[config.mk]
export PLATFORM = sky130hd
export DESIGN_NAME = microcode_seq
export DESIGN_NICKNAME = d
export VERILOG_FILES = /design/src/rtl/microcode_pkg.sv /design/src/rtl/microcode_seq.sv
export SDC_FILE = /design/constraint.sdc
export NUM_CORES = 1
export LEC_CHECK = 0
export CORE_ASPECT_RATIO = 1.2
export CORE_UTILIZATION = 44
export CTS_CLUSTER_SIZE = 40
export DETAILED_ROUTE_END_ITERATION = 8
export PLACE_DENSITY = 0.95
export SLEW_MARGIN = 5
export SYNTH_ARGS = -nofsm -noshare
export SYNTH_HDL_FRONTEND = slang
export SYNTH_SLANG_ARGS = --single-unit
export TNS_END_PERCENT = 5
[constraint.sdc]
create_clock -name clk -period 1.7 [get_ports clk]
set_input_delay 0.34 -clock clk [delete_from_list [all_inputs] [get_ports clk]]
set_output_delay 0.34 -clock clk [all_outputs]
set_load 0.01 [all_outputs]
[src/rtl/microcode_pkg.sv]
// Shared field layout and state encoding for the microcode sequencer.
// The ROM word is {CB_PREFIX, LAST_STEP[2:0], datapath controls[63:0]}.
package microcode_pkg;

    localparam int ROM_W    = 68;
    localparam int CTRL_W   = 64;
    localparam int OP_W     = 9;
    localparam int STEP_W   = 3;
    localparam int CB_BIT   = 67;
    localparam int LAST_MSB = 66;
    localparam int LAST_LSB = 64;
    // CB_PREFIX is consumed at decode, so the word register drops it
    localparam int WORD_W   = LAST_MSB + 1;

    typedef enum logic [1:0] {
        ST_FETCH   = 2'd0,
        ST_CBFETCH = 2'd1,
        ST_DECODE  = 2'd2,
        ST_EXEC    = 2'd3
    } state_t;

    function automatic logic cb_prefix(input logic [ROM_W-1:0] word);
        return word[CB_BIT];
    endfunction

endpackage

[src/rtl/microcode_seq.sv]
// Fetch/decode/execute sequencer driving datapath controls from an external microcode ROM.
// state   | meaning
// FETCH   | request opcode byte, page 0
// CBFETCH | request second byte after a CB prefix, page 1
// DECODE  | capture ROM word for the latched opcode
// EXEC    | step through micro-steps 0..LAST_STEP
module microcode_seq
    import microcode_pkg::*;
(
    input  logic              clk,
    input  logic              rst_n,
    output logic              fetch_req,
    input  logic              fetch_ack,
    input  logic [7:0]        fetch_data,
    output logic              pc_inc,
    output logic [OP_W-1:0]   opcode,
    input  logic [ROM_W-1:0]  control_signals,
    output logic [CTRL_W-1:0] ctrl_out,
    output logic              ctrl_valid,
    output logic [STEP_W-1:0] mstep,
    input  logic              stall
);

    state_t              r_state;
    state_t              w_state_next;
    logic [OP_W-1:0]     r_opcode;
    logic [OP_W-1:0]     w_opcode_next;
    logic [WORD_W-1:0]   r_word;
    logic [WORD_W-1:0]   w_word_next;
    logic [STEP_W-1:0]   r_mstep;
    logic [STEP_W-1:0]   w_mstep_next;
    logic                w_fetching;
    logic                w_exec;

    always_comb begin
        w_state_next  = r_state;
        w_opcode_next = r_opcode;
        w_word_next   = r_word;
        w_mstep_next  = r_mstep;
        w_fetching    = (r_state == ST_FETCH) || (r_state == ST_CBFETCH);
        w_exec        = (r_state == ST_EXEC);

        case (r_state)
            ST_FETCH: begin
                if (fetch_ack) begin
                    w_opcode_next = {1'b0, fetch_data};
                    w_state_next  = ST_DECODE;
                end
            end
            ST_CBFETCH: begin
                if (fetch_ack) begin
                    w_opcode_next = {1'b1, fetch_data};
                    w_state_next  = ST_DECODE;
                end
            end
            ST_DECODE: begin
                w_word_next  = control_signals[WORD_W-1:0];
                w_mstep_next = '0;
                // a prefix seen on page 1 is not a second prefix
                if (cb_prefix(control_signals) && !r_opcode[OP_W-1])
                    w_state_next = ST_CBFETCH;
                else
                    w_state_next = ST_EXEC;
            end
            ST_EXEC: begin
                if (!stall) begin
                    if (r_mstep == r_word[LAST_MSB:LAST_LSB]) begin
                        w_mstep_next = '0;
                        w_state_next = ST_FETCH;
                    end else begin
                        w_mstep_next = r_mstep + 1'b1;
                    end
                end
            end
            default: w_state_next = ST_FETCH;
        endcase
    end

    always_ff @(posedge clk) begin
        if (!rst_n) begin
            r_state  <= ST_FETCH;
            r_opcode <= '0;
            r_word   <= '0;
            r_mstep  <= '0;
        end else begin
            r_state  <= w_state_next;
            r_opcode <= w_opcode_next;
            r_word   <= w_word_next;
            r_mstep  <= w_mstep_next;
        end
    end

    assign fetch_req  = rst_n && w_fetching;
    assign pc_inc     = rst_n && w_fetching && fetch_ack;
    assign opcode     = r_opcode;
    assign ctrl_valid = w_exec;
    assign ctrl_out   = w_exec ? r_word[CTRL_W-1:0] : '0;
    assign mstep      = w_exec ? r_mstep : '0;

endmodule

==> run_results.csv <==
group,metric,value,unit
status,status,"completed",
floorplan,dieArea,8150,um^2
logic_synthesis,synth_cell_types,26,
run,cap_violations,0,
setup_path,worstPathCellList,"buf_12 -> and3_1 -> clkdlybuf4s15_2",
timing,fin_crit_sh,0.983,
setup_path,crit_buf_inv,2,
floorplan,start_util,0.463,
clock_network,clock_latency,0.34,ns
timing,maxSlewHeadroom,0.699,
logic_synthesis,syn_area,3430,um^2
timing,skew,0.00914,ns
timing,rsz0062_at_grt,"true",
grt,overflow,0,
power,p_per_area,842,nW/um^2
timing,tightest_slew,0.452,ns
setup_path,critPathTopFamily,"flip-flops",
logic_synthesis,synth_seq_area_share,0.473,
clock_network,cts_buffer_depth,2,
logic_synthesis,synth_warnings,0,
power,p_leak,2.32,nW
clock_network,postCtsHoldBufs,0,
cells_and_area,final_util,0.697,
drt,ant_nets,0,
setup_path,cp-end-kind,"primary output",
logic_synthesis,avgSynthCellArea,7.57,um^2
drt,vias,3596,
clock_network,cts_buffers,9,
setup_path,cp.required,1.36,ns
grt,grt_first_pass_wirelength,15.9,mm
cells_and_area,layout-drive-gt1-share,0.154,
logic_synthesis,synthCells,453,
place,port_buffers,158,
cells_and_area,fill_cells,583,
clock_network,cts_tree,"yes",
drt,vias_per_cell,5.17,
place,routabilityCongestion,0.835,
cells_and_area,syn_to_final_growth,50.5,%
setup_path,cpPeakStageDelay,0.42,ns
timing,setup_slack,0.0291,ns
place,pre_cts_slack,-0.207,ns
grt,grt_pass1_vias,3503,
clock_network,clkTransAtPathRegs,0.08,ns
logic_synthesis,ys_ff_latch,81,
floorplan,die_w,82.6,um
floorplan,die_y,98.7,um
timing,slew_violations,0,
timing,finalSetupViolCount,0,
clock_network,cts_setup_buffers,0,
clock_network,cts_max_level,3,
min_path,hold_class,"reg -> reg",
drt,wl_per_cell,14.6,um
power,finalPower,0.00434,W
timing,period_minus_slack,1.67,ns
cells_and_area,fin_nets,681,
timing,max_freq,598,MHz
cells_and_area,layout_common_cells,"nand2_1, clkdlybuf4s50_1, a21oi_1, dfxtp_1, and3_1",
cells_and_area,fin_area,5160,um^2
drt,wirelength,10.1,mm
drt,post-route-drc-count,0,
cells_and_area,diodes,0,
power,max-vdd-ir-drop,0.609,mV
cells_and_area,final_common_cell,"nand2_1",
setup_path,crit_slowest_cell,"dfxtp_4",
grt,antenna_found_initial,0,
setup_path,arrival,1.33,ns
floorplan,fp-row-count,34,
place,dp_hpwl,7.09,mm
drt,drt-initial-drc-count,162,
drt,first_pass_iters,5,
place,placed_area,5130,um^2
grt,track_usage,0.253,
grt,grt_max_degree,47,
clock_network,clockRootBuffer,"clkbuf_8",
floorplan,io_pins,159,
setup_path,worstSetupStartpointType,"flip-flop",
clock_network,clock_sinks,81,
setup_path,crit_path_max_fanout,28,
logic_synthesis,synth_fp_nets,534,
timing,hold_viol_final,0,
floorplan,core,7400,um^2
setup_path,crit_type,"reg -> out",
cell families (layout without fill, tap and decap cells):
family                     Yosys count  count (layout)  synth area share
DFF                                 81              81             0.473
buffers and inverters               43             195            0.0639
AOI/OAI and AO/OA                   88              88             0.133
and+or+nand+nor                    237             237             0.318
xor gates and xnor gates             3               3           0.00767
adders and majority gates            1               1           0.00365
area by class of cell:
type	count	area [um^2]	share of cell area
inverters	1	3.75	0.000728
clock inverters	4	75.1	0.0146
well taps	90	113	0.0218
flip-flops and latches	81	1630	0.316
multi-input cells	329	1600	0.310
repair buffers	178	1590	0.307
clock buffers	12	155	0.0301
power breakdown:
| group | internal, W | switching (W) | leakage, nW |
|---|---|---|---|
| Combinational | 0.000361 | 0.000338 | 1.54 |
| Sequential | 0.00201 | 0.0000642 | 0.663 |
| Clock | 0.000908 | 0.000664 | 0.109 |
| Total | 0.00328 | 0.00107 | 2.32 |
stage by stage:
step / setup TNS, ns / instances / hold WS [ns]
final: 0 / 695 / 0.454
after global routing: -0.0818 / 695 / 0.473
after CTS: -0.348 / 695 / 0.456
after detailed placement: -0.397 / 678 / 0.444
after global placement: -0.438 / 678 / 0.437
after floorplan: 0 / 453 / 0.432
path summary, 6_finish.rpt:
kind	startpoint	endpoint	slack, ns	cells past startpoint
setup / recovery	r_state[0]	ctrl_out[1]	0.03	3
hold / removal	r_word[5]	r_word[5]	0.45	2
setup reg to reg	r_state[1]	r_state[1]	0.35	5
hold reg to reg	r_word[5]	r_word[5]	0.45	2
registers in the layout (all words and copies together), names as in the netlist:
name     flops
opcode       9
r_word      67
r_state      2
r_mstep      3
synth_stat cells:
cell | n | area (um^2)
nand2_1 | 155 | 582
dfxtp_1 | 81 | 1620
a21oi_1 | 80 | 400
and3_1 | 67 | 419
clkbuf_1 | 20 | 75.1
buf_2 | 12 | 60.1
buf_4 | 7 | 52.6
nor2b_1 | 6 | 37.5
nor2_1 | 3 | 11.3
xor2_1 | 3 | 26.3
buf_6 | 2 | 22.5
nand2b_1 | 2 | 12.5
o22ai_1 | 2 | 12.5
a21boi_1 | 1 | 7.51
a31oi_1 | 1 | 6.26
and2_1 | 1 | 6.26
clkbuf_2 | 1 | 5.00
ha_1 | 1 | 12.5
inv_2 | 1 | 3.75
nand2b_2 | 1 | 8.76
nand3b_1 | 1 | 7.51
nor4_1 | 1 | 6.26
o21ai_0 | 1 | 5.00
o311ai_0 | 1 | 8.76
o31ai_1 | 1 | 7.51
o32ai_1 | 1 | 8.76
per-layer routing:
| metal | track usage | share of wire |
|---|---|---|
| met5 | 0 | 0 |
| met3 | 0.0500 | 0.053 |
| met4 | 0.130 | 0.034 |
| met1 | 0.269 | 0.38 |
| met2 | 0.459 | 0.53 |
worst min-delay path, stage by stage (launching register included):
cell and delay (ns):
dfxtp_1 0.31, nand2_1 0.05, a21oi_1 0.05
timing repair:
| item | in CTS | in global routing |
|---|---|---|
| resized for setup | 86 | 113 |
| gates cloned | 1 | 0 |
| endpoints found under the hold margin | 0 | 0 |
| endpoints found under the setup margin | 70 | 68 |
No activity file was read; power rests on OpenSTA's default activity.
==> RTL change (same settings) <==
Change the package constant `STEP_W` from 3 to 6.
--- a/src/rtl/microcode_pkg.sv
+++ b/src/rtl/microcode_pkg.sv
@@ -6,5 +6,5 @@
     localparam int CTRL_W   = 64;
     localparam int OP_W     = 9;
-    localparam int STEP_W   = 3;
+    localparam int STEP_W   = 6;
     localparam int CB_BIT   = 67;
     localparam int LAST_MSB = 66;
Ports: changed (resized mstep); port bits go from 159 to 162. No check against the original RTL was run, so the function may have changed too.
==> RTL change against the unedited design <==
Global-route usage rose by 0.86 points. Sequential power rose by 4%. Power rose by 0.96%. Count of clock-buffer cells in the layout fell by 1. Final area rose by 13%. Routed wire length rose by 20%. Synthesized area rose by 9.6%. Worst setup slack got worse by 0.016 ns. Sequential cell count rose by 3. Clock power fell by 13%. Clock skew barely moved. Highest routed layer unchanged. Cell count rose by 8.3%. Combinational power rose by 26%.
==> RTL change: results (changes against the unedited design) <==
worst r2r path cells=7 (was 5); pin count of the biggest net entering global routing=43 (was 47); min-delay src=r_word[11]$_SDFFE_PN0P_ (was r_word[5]$_SDFFE_PN0P_); placed cell area=0.005538 sq mm (was 0.005134 sq mm); Final Instance Count excl. Fillers=753 (was 695); DR vias=3888 (was 3596); syn_nets=550 (was 534); crit path DAT=1.35 ns (was 1.33 ns); Seq pwr share=0.490 (was 0.477); iteration-0 DRC count of the detailed router=186 (was 162); Least-Margin Pin Slew=0.3538 ns (was 0.4515 ns); layout cells sized above 1=0.2300 (was 0.1537); WL per Instance=16.14 um (was 14.57 um); Switching Share=0.2622 (was 0.2454); pwr/cell area=750.6 mW/mm^2 (was 842.3 mW/mm^2); # nets final=715 (was 681); top-area cell type share of the netlist area=0.4476 (was 0.4732); post-cts resize count=238 (was 86); Clock group=1.36 mW (was 1.57 mW); status=finished clean (unchanged); Post-synth top cells=nand2_1 (157), dfxtp_1 (84), a21boi_1 (76), and3_1 (75), clkbuf_1 (21) (was nand2_1 (155), dfxtp_1 (81), a21oi_1 (80), and3_1 (67), clkbuf_1 (20)); All-Layer GR Usage=0.2620 (was 0.2534); vias in the first global route=3835 (was 3503); DP HPWL=7.625 mm (was 7.089 mm); TritonRoute pass-1 iters=4 (was 5); reg2reg setup slack=0.07 ns (was 0.35 ns); sequential area share after synthesis=0.4476 (was 0.4732); setup bufs post-CTS=8 (was 0); Pleak=2.642 nW (was 2.316 nW); Hold Path Sink=r_word[11]$_SDFFE_PN0P_ (was r_word[5]$_SDFFE_PN0P_); Port Buffer Count=161 (was 158); CP max FO=10 (was 28); pre-CTS setup slack=-0.2904 ns (was -0.2067 ns); r2r endpoint=r_mstep[4]$_SDFFE_PN0P_ (was r_state[1]$_SDFFE_PN0P_); Synth area leaders=dfxtp_1 (45%), nand2_1 (16%), a21boi_1 (15%), and3_1 (12%), clkbuf_1 (2.1%) (was dfxtp_1 (47%), nand2_1 (17%), and3_1 (12%), a21oi_1 (12%), clkbuf_1 (2.2%)); hold slack=0.4523 ns (was 0.4539 ns); maximum VDD drop=0.0006735 V (was 0.0006086 V); critical path's top delay family=buffers and inverters (was flip-flops); Layout Utilization=0.7128 (was 0.6968)
[RTL change: cell count changes after synthesis, sizes merged, moves of 3 or more]
cell and change:
a21oi -80, nor3 +3, a21boi +77, dfxtp +3, and3 +8, xnor2 +7
nand4 +3, xor2 -3
[RTL change: worst min-delay path, cell delays in order, from the launching register on]
cell,delay (ns)
dfxtp_1,0.31
nand2_1,0.05
a21boi_1,0.05
[RTL change: cells by family (layout without fill, tap and decap cells)]
group                      Yosys count  count (layout)  synth area share
adders and majority gates            1               1          0.003329
xor gates and xnor gates             7               7           0.01632
buffers and inverters               43             213           0.05495
and+or+nand+nor                    251             251            0.3124
DFF                                 84              84            0.4476
AOI/OAI and AO/OA                   83              83            0.1655
[RTL change: cell type report]
class | count | share of cell area
Multi-Input combinational cell | 342 | 0.3375
Timing Repair Buffer | 196 | 0.3169
Sequential cell | 84 | 0.2891
Tap cell | 114 | 0.02441
Clock buffer | 11 | 0.02248
Clock inverter | 5 | 0.008994
Inverter | 1 | 0.0006424
[RTL change: how the worst max path moves through the flow]
stage / from / end / slack [ns] / cells past startpoint
2_1_floorplan: r_state[1]$_SDFFE_PN0P_ / ctrl_out[49] / 0.35 / 4
6_report: r_state[1]$_SDFFE_PN0P_ / ctrl_out[41] / 0.01 / 4
4_1_cts: r_state[1]$_SDFFE_PN0P_ / ctrl_out[34] / -0.17 / 4
3_3_place_gp: fetch_ack / pc_inc / -0.28 / 4
5_1_grt: r_state[0]$_SDFFE_PN0P_ / ctrl_out[44] / -0.05 / 3
3_5_place_dp: fetch_ack / pc_inc / -0.29 / 4
[RTL change: per-layer routing]
metal,GRT usage,up-vias,share of wire
li1,-,1881,-
met4,0.1103,0,0.026
met2,0.4872,160,0.54
met3,0.06190,26,0.062
met5,0,-,0
met1,0.2858,1821,0.37
